$ cat src/rtl/axis_latch_bank.sv
// axis_latch_bank: NUM_CH constant registers written over one AXI4-Stream slave.
// Writes addressed by TDEST land in shadow registers. An accepted TLAST beat
// commits every pending channel to the outputs in the same cycle.
// Optional build macro AXIS_LATCH_BANK_ERRCNT_EN adds err_count, a saturating
// counter of dropped out-of-range beats and of MODE=1 overwrites of unconsumed data.
module axis_latch_bank #(
  parameter int unsigned                   AXIS_TDATA_WIDTH = 32,
  parameter int unsigned                   NUM_CH           = 4,
  parameter int unsigned                   DEST_WIDTH       = 4,
  parameter int unsigned                   MODE             = 0,
  parameter logic [AXIS_TDATA_WIDTH-1:0]   RESET_VALUE      = '0
) (
  input  logic                               aclk,
  input  logic                               aresetn,
  input  logic [AXIS_TDATA_WIDTH-1:0]        s_axis_tdata,
  input  logic [DEST_WIDTH-1:0]              s_axis_tdest,
  input  logic                               s_axis_tlast,
  input  logic                               s_axis_tvalid,
  output logic                               s_axis_tready,
  output logic [NUM_CH*AXIS_TDATA_WIDTH-1:0] m_axis_tdata,
  output logic [NUM_CH-1:0]                  m_axis_tvalid,
  input  logic [NUM_CH-1:0]                  m_axis_tready,
`ifdef AXIS_LATCH_BANK_ERRCNT_EN
  output logic [15:0]                        err_count,
`endif
  output logic [NUM_CH-1:0]                  update_pulse
);

  localparam int unsigned W = AXIS_TDATA_WIDTH;

  logic [W-1:0]      shadow_q [NUM_CH];
  logic [W-1:0]      shadow_d [NUM_CH];
  logic [W-1:0]      data_q   [NUM_CH];
  logic [W-1:0]      data_d   [NUM_CH];
  logic [NUM_CH-1:0] dirty_q, dirty_d;
  logic [NUM_CH-1:0] valid_q, valid_d;
  logic [NUM_CH-1:0] pulse_q, pulse_d;
  logic [NUM_CH-1:0] wr_vec;
  logic [NUM_CH-1:0] commit_vec;
  logic              accept;
  logic              in_range;
  logic              commit;

  // No backpressure: the slave is ready whenever reset is released.
  assign s_axis_tready = aresetn;

  // Beat decode: which channel this beat writes and whether it commits.
  always_comb begin
    accept   = s_axis_tvalid & aresetn;
    in_range = (32'(s_axis_tdest) < NUM_CH);
    commit   = accept & s_axis_tlast;
    wr_vec   = '0;
    for (int unsigned ch = 0; ch < NUM_CH; ch++) begin
      wr_vec[ch] = accept & in_range & (32'(s_axis_tdest) == ch);
    end
    commit_vec = commit ? (dirty_q | wr_vec) : '0;
  end

  // Next state for shadows, outputs and per-channel flags; the beat being
  // committed bypasses its shadow so the last write always wins.
  always_comb begin
    dirty_d = commit ? '0 : (dirty_q | wr_vec);
    pulse_d = commit_vec;
    if (MODE == 1) begin
      valid_d = commit_vec | (valid_q & ~m_axis_tready);
    end else begin
      valid_d = commit_vec | valid_q;
    end
    for (int unsigned ch = 0; ch < NUM_CH; ch++) begin
      shadow_d[ch] = wr_vec[ch] ? s_axis_tdata : shadow_q[ch];
      data_d[ch]   = data_q[ch];
      if (commit_vec[ch]) begin
        data_d[ch] = wr_vec[ch] ? s_axis_tdata : shadow_q[ch];
      end
    end
  end

  // State registers with synchronous active-low reset.
  always_ff @(posedge aclk) begin
    if (!aresetn) begin
      dirty_q <= '0;
      valid_q <= '0;
      pulse_q <= '0;
      for (int unsigned ch = 0; ch < NUM_CH; ch++) begin
        shadow_q[ch] <= RESET_VALUE;
        data_q[ch]   <= RESET_VALUE;
      end
    end else begin
      dirty_q <= dirty_d;
      valid_q <= valid_d;
      pulse_q <= pulse_d;
      for (int unsigned ch = 0; ch < NUM_CH; ch++) begin
        shadow_q[ch] <= shadow_d[ch];
        data_q[ch]   <= data_d[ch];
      end
    end
  end

  // Flatten channel registers onto the master bus.
  for (genvar g = 0; g < int'(NUM_CH); g++) begin : g_out
    assign m_axis_tdata[g*W +: W] = data_q[g];
  end

  assign m_axis_tvalid = valid_q;
  assign update_pulse  = pulse_q;

`ifdef AXIS_LATCH_BANK_ERRCNT_EN
  logic [15:0] err_q, err_d;
  logic        err_evt;

  // One count per cycle with a dropped beat and/or an unconsumed overwrite.
  always_comb begin
    err_evt = accept & ~in_range;
    if (MODE == 1) begin
      err_evt = err_evt | (|(commit_vec & valid_q & ~m_axis_tready));
    end
    err_d = (err_evt && (err_q != 16'hFFFF)) ? err_q + 16'd1 : err_q;
  end

  // Error counter register.
  always_ff @(posedge aclk) begin
    if (!aresetn) begin
      err_q <= '0;
    end else begin
      err_q <= err_d;
    end
  end

  assign err_count = err_q;
`endif

endmodule
$ cat config.mk
export PLATFORM = sky130hd
export DESIGN_NAME = axis_latch_bank
export DESIGN_NICKNAME = d
export VERILOG_FILES = /design/src/rtl/axis_latch_bank.sv
export SDC_FILE = /design/constraint.sdc
export NUM_CORES = 1
export LEC_CHECK = 0
export CORE_MARGIN = 4
export CORE_UTILIZATION = 35
export DETAILED_ROUTE_END_ITERATION = 12
export GPL_ROUTABILITY_DRIVEN = 0
export GPL_TIMING_DRIVEN = 0
export PLACE_DENSITY = 0.57
export SLEW_MARGIN = 30
export SYNTH_ARGS = -nofsm -noshare
export SYNTH_HDL_FRONTEND = slang
export SYNTH_SLANG_ARGS = --single-unit
$ cat constraint.sdc
create_clock -name aclk -period 5.25 [get_ports aclk]
set_clock_uncertainty 0.15 [all_clocks]
set_input_delay 1.05 -clock aclk [delete_from_list [all_inputs] [get_ports aclk]]
set_output_delay 1.05 -clock aclk [all_outputs]
set_load 0.1 [all_outputs]
# Word level (Yosys, flattened, before mapping)
# Memories as Yosys holds them, arrays and structs flattened.
# Index checks and enable logic that the tools add are counted.
# word_totals
reg_bits	12
ram_bits	256
elab_cells	48
memories	2
# classes
magnitude_cmp	1
eq_ne	3
muxes	19
bitwise_logic	18
n_reduce_logical	2
# mem_list
memory	words	width	read_ports	rd_ports_with_merged_regs	wr	line_no	source
data_q	4	32	4	0	4	33	logic [W-1:0] data_q [NUM_CH];
shadow_q	4	32	4	0	4	31	logic [W-1:0] shadow_q [NUM_CH];
# op_table
op	n
$mux W32	16
$eq A4 B2 Y1 const B	2
$or A1 B1 Y1	8
$or A4 B4 Y4	2
$and A1 B1 Y1	7
$eq A4 B1 Y1 const B	1
$logic_not A4 Y1	1
$lt A4 B3 Y1 const B	1
$mux W4	1
$mux W1	2
$reduce_or A2 Y1	1
$not A1 Y1	1

# Depth between registers and ports, before layout
# depth
depth_word	7
mapped_depth	7
depth_no_buf	4

# Worst setup path before layout
# OpenSTA, ideal clock, no wires.
# synth_path
path_type	input port to output port
start	input port aresetn
end	output port s_axis_tready
arrival_ns	1.313
required_ns	4.050
path_slack_ns	2.737
cell_stages	1
path_buffers	1
cell_sequence	buf_4
# synth_lines
element	line_no	source
start: declaration	14	input logic aresetn,
end: declaration	19	output logic s_axis_tready,
# No word-level cell between the ends.

# Final worst setup path
# layout_path
start	input port aresetn
end	output port s_axis_tready
# No word-level cell between the ends.

==> flow_metrics.py <==
metrics = {
    "clocking": {
        "cts_setup_buffers": 0,
        "clkSinkCount": 268,
        "cts_inserted_buffers": 29,
        "cts_tree": "yes",
        "holdBufCountCts": 0,
        "clockBufferDepth": 3,
        "htreeDepth": 1,
        "clockRootBuffer": "clkbuf_16",
        "ctsResizeCount": 0,
        "path_clk_slew_ps": 60,
        "clk_latency_ps": 530,
    },
    "power": {
        "cellPowerDensity_nw_per_um2": 350.3,
        "switching_share_pct": 22.10,
        "pwr-share-comb_pct": 5.6,
        "p_int_mw": 3.398,
        "irDropWorstVdd_mv": 0.1987,
        "leakage_nw": 5.126,
        "p_sw_mw": 0.9636,
        "finalPower_mw": 4.361,
        "seq_power_share_pct": 47.2,
        "clkPwrFrac_pct": 47.2,
    },
    "detailed_routing": {
        "routed-via-count": 6984,
        "wirelength_mm": 27.67,
        "firstDrtPassIters": 4,
        "drc": 0,
        "detail-route-antenna-nets": 0,
        "wl_per_cell_um": 19.21,
        "drt_first_iter_violations": 304,
        "via_per_inst": 4.850,
    },
    "cells_and_area": {
        "layout.nets": 1132,
        "fillers": 2481,
        "diodes": 0,
        "final_common_cell": "dfxtp_1",
        "mostFrequentLayoutCells": "dfxtp_1 (268), clkdlybuf4s50_1 (165), a21oi_1 (130)",
        "register_area_um2": 5365,
        "drive_gt1_share_pct": 9.050,
        "multi_input_area_um2": 3563,
        "area_delta_synth_final_pct": 32.99,
        "postLayoutCoreUtil_pct": 47.51,
    },
    "hold_path": {
        "hp-class": "flop to flop",
        "hold_depth": 1,
    },
    "critical_path": {
        "worstPathCellList": "clkdlybuf4s50_1 -> buf_4 -> clkdlybuf4s50_1",
        "path_class": "input port to output pin",
        "crit_slowest_cell": "clkdlybuf4s50_1",
        "cp_max_fo": 3,
        "cp_common_cell": "clkdlybuf4s50_1",
        "critPathRequiredTime_ps": 4050,
        "cpPeakStageDelay_ps": 1120,
        "cp.depth": 3,
        "ff2ff_path_depth": 6,
        "critPathLaunchType": "input port",
        "crit_family": "buffers and inverters",
        "path_buf_inv": 3,
        "cp.arrival_ps": 2940,
        "worst_setup_path_end_kind": "output pin",
    },
    "synthesis": {
        "syn_area_per_cell_um2": 10.63,
        "synth_seq_cells": 268,
        "syn_area_um2": 9361,
        "synth-seq-area-share_pct": 57.31,
        "netlist-cell-type-count": 23,
        "synth_nets": 925,
        "yosysWarningCount": 0,
        "synth_cells": 881,
    },
    "sta": {
        "fmax_ghz": 0.2418,
        "setup_tns_ps": 0,
        "post-route-min-period_ps": 4136,
        "max_slew.worst_pin.slew_ps": 1006,
        "fin_hold_ws_ps": 319.6,
        "hold_violations": 0,
        "relSlewSlack_pct": 32.76,
        "period_share_pct": 78.78,
        "rsz0062_at_grt": "no",
        "layout_setup_ws_ps": 1114,
        "setup_violations": 0,
        "final_max_slew_viol_count": 0,
    },
    "global_route": {
        "grt_max_degree": 14,
        "antenna_found_initial": 0,
        "grt_pass1_wl_mm": 42.01,
        "track_usage_pct": 18.37,
        "grt_overflow": 0,
        "grt_pass1_vias": 6969,
    },
    "die": {
        "io_pins": 181,
        "core_um2": 26210,
        "start_util_pct": 35.72,
        "dieArea_um2": 29430,
        "die_w_um": 171.5,
        "dieHeight_um": 171.5,
        "rows": 59,
    },
    "run_status": {
        "outcome": "finished, final reports clean",
    },
    "placed_design": {
        "port_buffers": 176,
        "post-place-ws_ps": 1120,
        "dp_hpwl_mm": 19.33,
    },
    "flow_run": {
        "max_cap_viol_count": 0,
    },
}
## power groups by stage
stage	Combinational, mW	Sequential [mW]	Clock (mW)
after detailed placement	0.247	2.10	0
after global placement	0.246	2.10	0
after global routing	0.258	2.06	2.19
final	0.244	2.06	2.06
after floorplan	0.0762	2.17	0
after CTS	0.247	2.06	2.09
## metal layers
| layer | vias to the layer above | global-route usage [%] | share of wire (%) |
|---|---|---|---|
| met5 | - | 0 | 0 |
| met4 | 0 | 5.167 | 2.4 |
| met3 | 47 | 4.436 | 6.2 |
| met2 | 173 | 28.74 | 44 |
| met1 | 3318 | 25.44 | 47 |
| li1 | 3446 | - | - |
## cell families (layout without fill, tap and decap cells)
group	count (synthesis)	in the layout	share of synthesized area [%]
AO/OA/AOI/OAI	269	269	14.70
buffers and inverters	77	301	4.624
multiplexers	128	128	13.69
flip-flops	268	268	57.31
AND/OR/NAND/NOR	139	139	9.677
## stage by stage
stage,std cells,instance area [µm²]
floorplan,881,9361
global placement,1392,11540
detailed placement,1392,11520
CTS,1440,12480
global route,1440,12450
finish,1440,12450
## sequential cells by signal (all words and copies together), names as in the netlist
| name | cells |
|---|---|
| data_q | 128 |
| dirty_q | 4 |
| m_axis_tvalid | 4 |
| shadow_q | 128 |
| update_pulse | 4 |
## Yosys cell counts (all sizes together)
library cell | n | area share, %
nand2 | 1 | 0.040
inv | 4 | 0.16
nor2b | 128 | 8.6
o21ai | 128 | 6.8
clkbuf | 30 | 1.2
or3 | 1 | 0.067
or4b | 2 | 0.21
buf | 43 | 3.3
mux2i | 128 | 14
dfxtp | 268 | 57
nor2 | 1 | 0.067
o21a | 5 | 0.40
or3b | 2 | 0.19
or4 | 1 | 0.080
a21boi | 4 | 0.32
a21oi | 132 | 7.1
nand4bb | 2 | 0.41
nand3 | 1 | 0.053
## cell type report
type	count	area share, %
plain buffers	73	3.357
clock buffers	43	6.894
clock inverters	5	0.8342
inverters	4	0.1206
multi-input cells	536	28.62
flip-flops and latches	268	43.10
well taps	335	3.367
repair buffers	176	13.71
## final timing paths
kind | end | start | slack, ps
max | s_axis_tready | aresetn | 1110
min | dirty_q[3]$_SDFF_PP0_ | dirty_q[3]$_SDFF_PP0_ | 320
max reg2reg | data_q[3][28]$_SDFFE_PN0P_ | dirty_q[3]$_SDFF_PP0_ | 3420
min reg2reg | dirty_q[3]$_SDFF_PP0_ | dirty_q[3]$_SDFF_PP0_ | 320
Note: power is estimated with default switching activity, not from simulation.
